File: config.mk
export PLATFORM = sky130hd
export DESIGN_NAME = gng_coef_poly_eval
export DESIGN_NICKNAME = d
export VERILOG_FILES = /design/src/rtl/gng_poly_pkg.sv /design/src/rtl/gng_mul_shift.sv /design/src/rtl/gng_coef_poly_eval.sv
export SDC_FILE = /design/constraint.sdc
export NUM_CORES = 1
export LEC_CHECK = 0
export CAP_MARGIN = 10
export CORE_MARGIN = 5
export CORE_UTILIZATION = 48
export CTS_BUF_LIST = sky130_fd_sc_hd__clkbuf_8
export DETAILED_ROUTE_END_ITERATION = 7
export GPL_TIMING_DRIVEN = 0
export PLACE_DENSITY = 0.78
export SLEW_MARGIN = 20
export SYNTH_ARGS = -nofsm -noshare
export SYNTH_HDL_FRONTEND = slang
export SYNTH_SLANG_ARGS = --single-unit
File: constraint.sdc
create_clock -name clk -period 12.6 [get_ports clk]
set_input_delay 3.78 -clock clk [delete_from_list [all_inputs] [get_ports clk]]
set_output_delay 3.78 -clock clk [all_outputs]
set_load 0.005 [all_outputs]
File: src/rtl/gng_poly_pkg.sv
// Shared widths, derived sizes and output saturation for the coefficient
// polynomial evaluator used in front of the Box-Muller function units.
package gng_poly_pkg;

    localparam int ADDR_W = 7;
    localparam int XB_W   = 11;
    localparam int C2_W   = 18;
    localparam int C1_W   = 18;
    localparam int C0_W   = 21;
    localparam int OUT_W  = 21;

    // First Horner partial sum: one guard bit above the wider coefficient
    localparam int S1_W  = ((C2_W > C1_W) ? C2_W : C1_W) + 1;
    localparam int SUM_W = OUT_W + 1;

    localparam logic signed [OUT_W-1:0] OUT_MAX = {1'b0, {(OUT_W-1){1'b1}}};
    localparam logic signed [OUT_W-1:0] OUT_MIN = {1'b1, {(OUT_W-1){1'b0}}};

    // Clamp the final sum into the signed OUT_W range. The value fits when all
    // bits from the OUT_W sign position upward agree.
    function automatic logic signed [OUT_W-1:0] sat_out(input logic signed [SUM_W-1:0] sum);
        logic [SUM_W-OUT_W:0] top_bits;
        top_bits = sum[SUM_W-1:OUT_W-1];
        if ((top_bits == '0) || (top_bits == '1))
            sat_out = sum[OUT_W-1:0];
        else if (sum[SUM_W-1])
            sat_out = OUT_MIN;
        else
            sat_out = OUT_MAX;
    endfunction

endpackage

File: src/rtl/gng_mul_shift.sv
// Signed coefficient times unsigned fraction, floored back to coefficient
// scale by an arithmetic right shift of XB_W bits. Purely combinational.
module gng_mul_shift #(
    parameter int COEF_W = 18,
    parameter int XB_W   = 11
) (
    input  logic signed [COEF_W-1:0] coef,
    input  logic        [XB_W-1:0]   xb,
    output logic signed [COEF_W-1:0] result
);

    logic signed [COEF_W+XB_W:0] prod;
    logic signed [COEF_W+XB_W:0] shifted;
    logic                        unused_high;

    // Zero-extend the fraction so it is treated as a non-negative operand
    assign prod    = coef * $signed({1'b0, xb});
    assign shifted = prod >>> XB_W;

    // |coef * x| < |coef| for x in [0,1), so the floor always fits COEF_W bits
    assign result      = shifted[COEF_W-1:0];
    assign unused_high = ^shifted[COEF_W+XB_W:COEF_W];

endmodule

File: src/rtl/gng_coef_poly_eval.sv
// Coefficient ROM requester and 4-stage Horner evaluator of
// y = C2*x^2 + C1*x + C0 with valid/ready handshakes on both sides.
module gng_coef_poly_eval
    import gng_poly_pkg::*;
(
    input  logic              clk,
    input  logic              rst_n,
    input  logic              in_valid,
    output logic              in_ready,
    input  logic [ADDR_W-1:0] in_seg,
    input  logic [XB_W-1:0]   in_xb,
    output logic [ADDR_W-1:0] rom_addr,
    output logic              rom_rd_en,
    input  logic [C2_W-1:0]   rom_coef2,
    input  logic [C1_W-1:0]   rom_coef1,
    input  logic [C0_W-1:0]   rom_coef0,
    output logic              out_valid,
    input  logic              out_ready,
    output logic [OUT_W-1:0]  out_data,
    output logic [15:0]       out_count
);

    logic                     v0_reg, v1_reg, v2_reg, out_valid_reg;
    logic [ADDR_W-1:0]        rom_addr_reg;
    logic [XB_W-1:0]          xb0_reg, xb1_reg;
    logic signed [S1_W-1:0]   s1_reg, t2_reg;
    logic signed [C0_W-1:0]   c0_1_reg, c0_2_reg;
    logic [OUT_W-1:0]         out_data_reg;
    logic [15:0]              out_count_reg;

    logic                     stall;
    logic                     accept;
    logic signed [C2_W-1:0]   t1;
    logic signed [S1_W-1:0]   s1_next;
    logic signed [S1_W-1:0]   t2_next;
    logic signed [SUM_W-1:0]  sum;

    assign stall    = out_valid_reg & ~out_ready;
    assign accept   = in_valid & ~stall;
    assign in_ready = ~stall;

    gng_mul_shift #(.COEF_W(C2_W), .XB_W(XB_W)) u_mul_c2 (
        .coef   ($signed(rom_coef2)),
        .xb     (xb0_reg),
        .result (t1)
    );

    assign s1_next = {{(S1_W-C2_W){t1[C2_W-1]}}, t1}
                   + {{(S1_W-C1_W){rom_coef1[C1_W-1]}}, rom_coef1};

    gng_mul_shift #(.COEF_W(S1_W), .XB_W(XB_W)) u_mul_s1 (
        .coef   (s1_reg),
        .xb     (xb1_reg),
        .result (t2_next)
    );

    assign sum = {{(SUM_W-S1_W){t2_reg[S1_W-1]}}, t2_reg}
               + {{(SUM_W-C0_W){c0_2_reg[C0_W-1]}}, c0_2_reg};

    // The whole pipeline, ROM request included, freezes on stall so the
    // combinational ROM outputs stay valid for the sample parked in S0.
    always_ff @(posedge clk) begin
        if (!rst_n) begin
            v0_reg        <= 1'b0;
            v1_reg        <= 1'b0;
            v2_reg        <= 1'b0;
            out_valid_reg <= 1'b0;
            rom_addr_reg  <= '0;
            xb0_reg       <= '0;
            xb1_reg       <= '0;
            s1_reg        <= '0;
            t2_reg        <= '0;
            c0_1_reg      <= '0;
            c0_2_reg      <= '0;
            out_data_reg  <= '0;
        end else if (!stall) begin
            v0_reg <= accept;
            if (accept) begin
                rom_addr_reg <= in_seg;
                xb0_reg      <= in_xb;
            end

            v1_reg <= v0_reg;
            if (v0_reg) begin
                s1_reg   <= s1_next;
                xb1_reg  <= xb0_reg;
                c0_1_reg <= $signed(rom_coef0);
            end

            v2_reg <= v1_reg;
            if (v1_reg) begin
                t2_reg   <= t2_next;
                c0_2_reg <= c0_1_reg;
            end

            out_valid_reg <= v2_reg;
            if (v2_reg)
                out_data_reg <= sat_out(sum);
        end
    end

    always_ff @(posedge clk) begin
        if (!rst_n)
            out_count_reg <= '0;
        else if (out_valid_reg && out_ready)
            out_count_reg <= out_count_reg + 16'd1;
    end

    assign rom_addr  = rom_addr_reg;
    assign rom_rd_en = v0_reg;
    assign out_valid = out_valid_reg;
    assign out_data  = out_data_reg;
    assign out_count = out_count_reg;

endmodule

==> results_dict.tcl, run 1 <==
set metrics [dict create \
    fmax_mhz 90.4 \
    nNetsFinal 3228 \
    grt_pass1_vias 18200 \
    cts_tree "built" \
    ctsResizeCount 0 \
    yosys.area.top_type "fa_1" \
    irDropWorstVdd_v 0.0000700 \
    path_class "input port to flip-flop" \
    drive_gt1_share_pct 2.80 \
    firstDrtPassIters 5 \
    fill_cells 4078 \
    synth_area_leaders "fa_1 (34%), dfxtp_1 (14%), ha_1 (9.5%), nand2_1 (8.3%), inv_1 (7.9%)" \
    synthMuxAreaShare_pct 0.236 \
    path_max_fanout 10 \
    io_buffers 124 \
    grt_max_degree 17 \
    viasPerCell 5.37 \
    dieArea_um2 48400 \
    area_growth_pct 11.4 \
    cts_buffer_depth 2 \
    cts_hold_buf 0 \
    synth_fa_ha_area_share_pct 44.2 \
    p_total_mw 2.23 \
    rows 77 \
    critPathTopFamily "adder cells" \
    finalSetupViolations 0 \
    die_w_um 220 \
    fin_crit_ns 11.07 \
    status "complete, no violations" \
    timing.final.crit_share_pct 87.8 \
    synth_edf_count 0 \
    drc_errors 0 \
    gp_congestion 0.921 \
    min_path_type "flip-flop to flip-flop" \
    clock_latency_ns 0.47 \
    synth_area_um2 21200 \
    antenna_found_initial 0 \
    maxCapViolations 0 \
    hold_viol_final 0 \
    p_leak_nw 10.8 \
    die_h_um 220 \
    h-tree-depth 4 \
    cpPeakStageDelay_ns 0.57 \
    slew_violations 0 \
    synth_ff_type "dfxtp_1" \
    root_buffer "clkbuf_8" \
    core_um2 43900 \
    synthSimpleGateAreaFrac_pct 17.6 \
    cts_made_buffers 17 \
    startpoint_type "input port" \
    fin_skew_ns 0.0198 \
    drt_iter0_markers 1118 \
    clk_pin_slew_ns 0.10 \
    ys_seq_elements 150 \
    fin_ws_ns 1.53 \
    synth_top_cell_area_share_pct 34.1 \
    synth_top_family_by_area "adder cells" \
    syn_avg_cell_area_um2 8.53 \
    yosys-top-cells-count "nand2_1 (470), inv_1 (445), fa_1 (361)" \
    max_slew.worst_pin.slew_ns 0.945 \
    detail_route.wirelength_um 55400 \
    hpwl_um 46000 \
    preCtsSetupSlack_ns 1.12 \
    tns_ns 0 \
    ff_latch_area_um2 3000 \
    relSlewSlack_pct 37.0 \
    initial_utilization_pct 48.2 \
    synth_compound_area_share_pct 10.1 \
    rsz0062_at_grt "false" \
    crit_path_frequent_cell "fa_1" \
    grt_usage_pct 23.4 \
    multi_input_area_um2 16000 \
    syn_inst 2484 \
    wl_per_cell_um 17.1 \
    yosys_warnings 0 \
    drtAntennaViolNets 0 \
    yosysSeqAreaShare_pct 14.2 \
    vias 17400 \
    crit_arrival_ns 11.41 \
    ys_types 70 \
    post_cts_buffers 0 \
    async_flop_share_pct 0 \
    path_buf_inv 5 \
    yosysMostFrequentCell "nand2_1" \
    slowest_stage "fa_1" \
    syn_nets 3085 \
    yosys.area_share.xor_xnor_pct 3.35 \
    crit_path_end_kind "flip-flop" \
    powerDensity_nw_per_um2 94.7 \
    cp_data_required_time_ns 12.94 \
    diodes 0 \
    utilization_pct 53.7 \
    grt_pass1_wl_um 91200 \
    cts_sinks 150 \
    ioPinCount 126 \
    overflow 0 \
]
## kinds of logic (layout without fill, tap and decap cells)
logic type | after synthesis | count (layout)
muxes | 5 | 5
AOI/OAI and AO/OA | 322 | 322
DFF | 150 | 150
adders and majority gates | 533 | 533
and+or+nand+nor | 817 | 817
buffers and inverters | 576 | 731
xor gates and xnor gates | 81 | 81
## layout by cell type, fill, tap and decap left out, drive strengths merged, types with 72 or more instances in the layout
master         instances
fa                   361
nand2                470
inv                  450
ha                   161
and2                 165
nor2                  72
dfxtp                150
clkdlybuf4s50        124
a21oi                144
clkbuf               136
## layer usage
metal  global-route usage (%)  part of all wire [%]  wire (µm)  up-vias
met3                     3.30                   6.2       3410      118
met5                        0                     0          0        -
met1                     31.0                    42      23000     8665
met2                     40.0                    49      27100      619
met4                     7.55                   3.3       1810        0
li1                         -                     -          -     7964
## through the flow
step | cells | hold WS (ns) | instance area, µm²
detailed placement | 3200 | 0.448 | 23200
global route | 3231 | 0.468 | 23600
floorplan | 2484 | 0.432 | 21200
global placement | 3200 | 0.437 | 23200
CTS | 3231 | 0.457 | 23600
finish | 3231 | 0.457 | 23600
## cell type report
class | instances | share of cell area, %
multi-input combinational | 1758 | 67.8
sequential | 150 | 12.7
inverter | 446 | 7.10
timing repair buffer | 124 | 5.26
tap | 592 | 3.14
buffer | 130 | 2.15
clock buffer | 19 | 1.11
clock inverter | 12 | 0.705
## path summary, 6_finish.rpt
check | start | depth (start not counted) | end | slack, ns
setup reg to reg | xb0_reg[1] | 26 | s1_reg[16] | 4.93
hold reg to reg | c0_1_reg[3] | 2 | c0_2_reg[3] | 0.46
hold / removal | c0_1_reg[3] | 2 | c0_2_reg[3] | 0.46
setup / recovery | rom_coef2[8] | 27 | s1_reg[16] | 1.53
## worst min-delay path, cell delays in order, from the launching register on
cell and delay [ns]:
dfxtp_1 0.32, nand2_1 0.05, a21oi_1 0.05
## where the power goes
group | internal, mW | switching, mW | total, mW
combinational | 0.513 | 0.765 | 1.28
sequential | 0.511 | 0.0276 | 0.538
clock | 0.209 | 0.209 | 0.418
total | 1.23 | 1.00 | 2.23
(Power assumes the default switching activity.)
==> inputs of run 2 (changes only) <==
CTS_CLUSTER_SIZE = 30   (was unset)
==> results of run 2 <==
No change in the layout: final DEF, timing and power equal those of run 1.
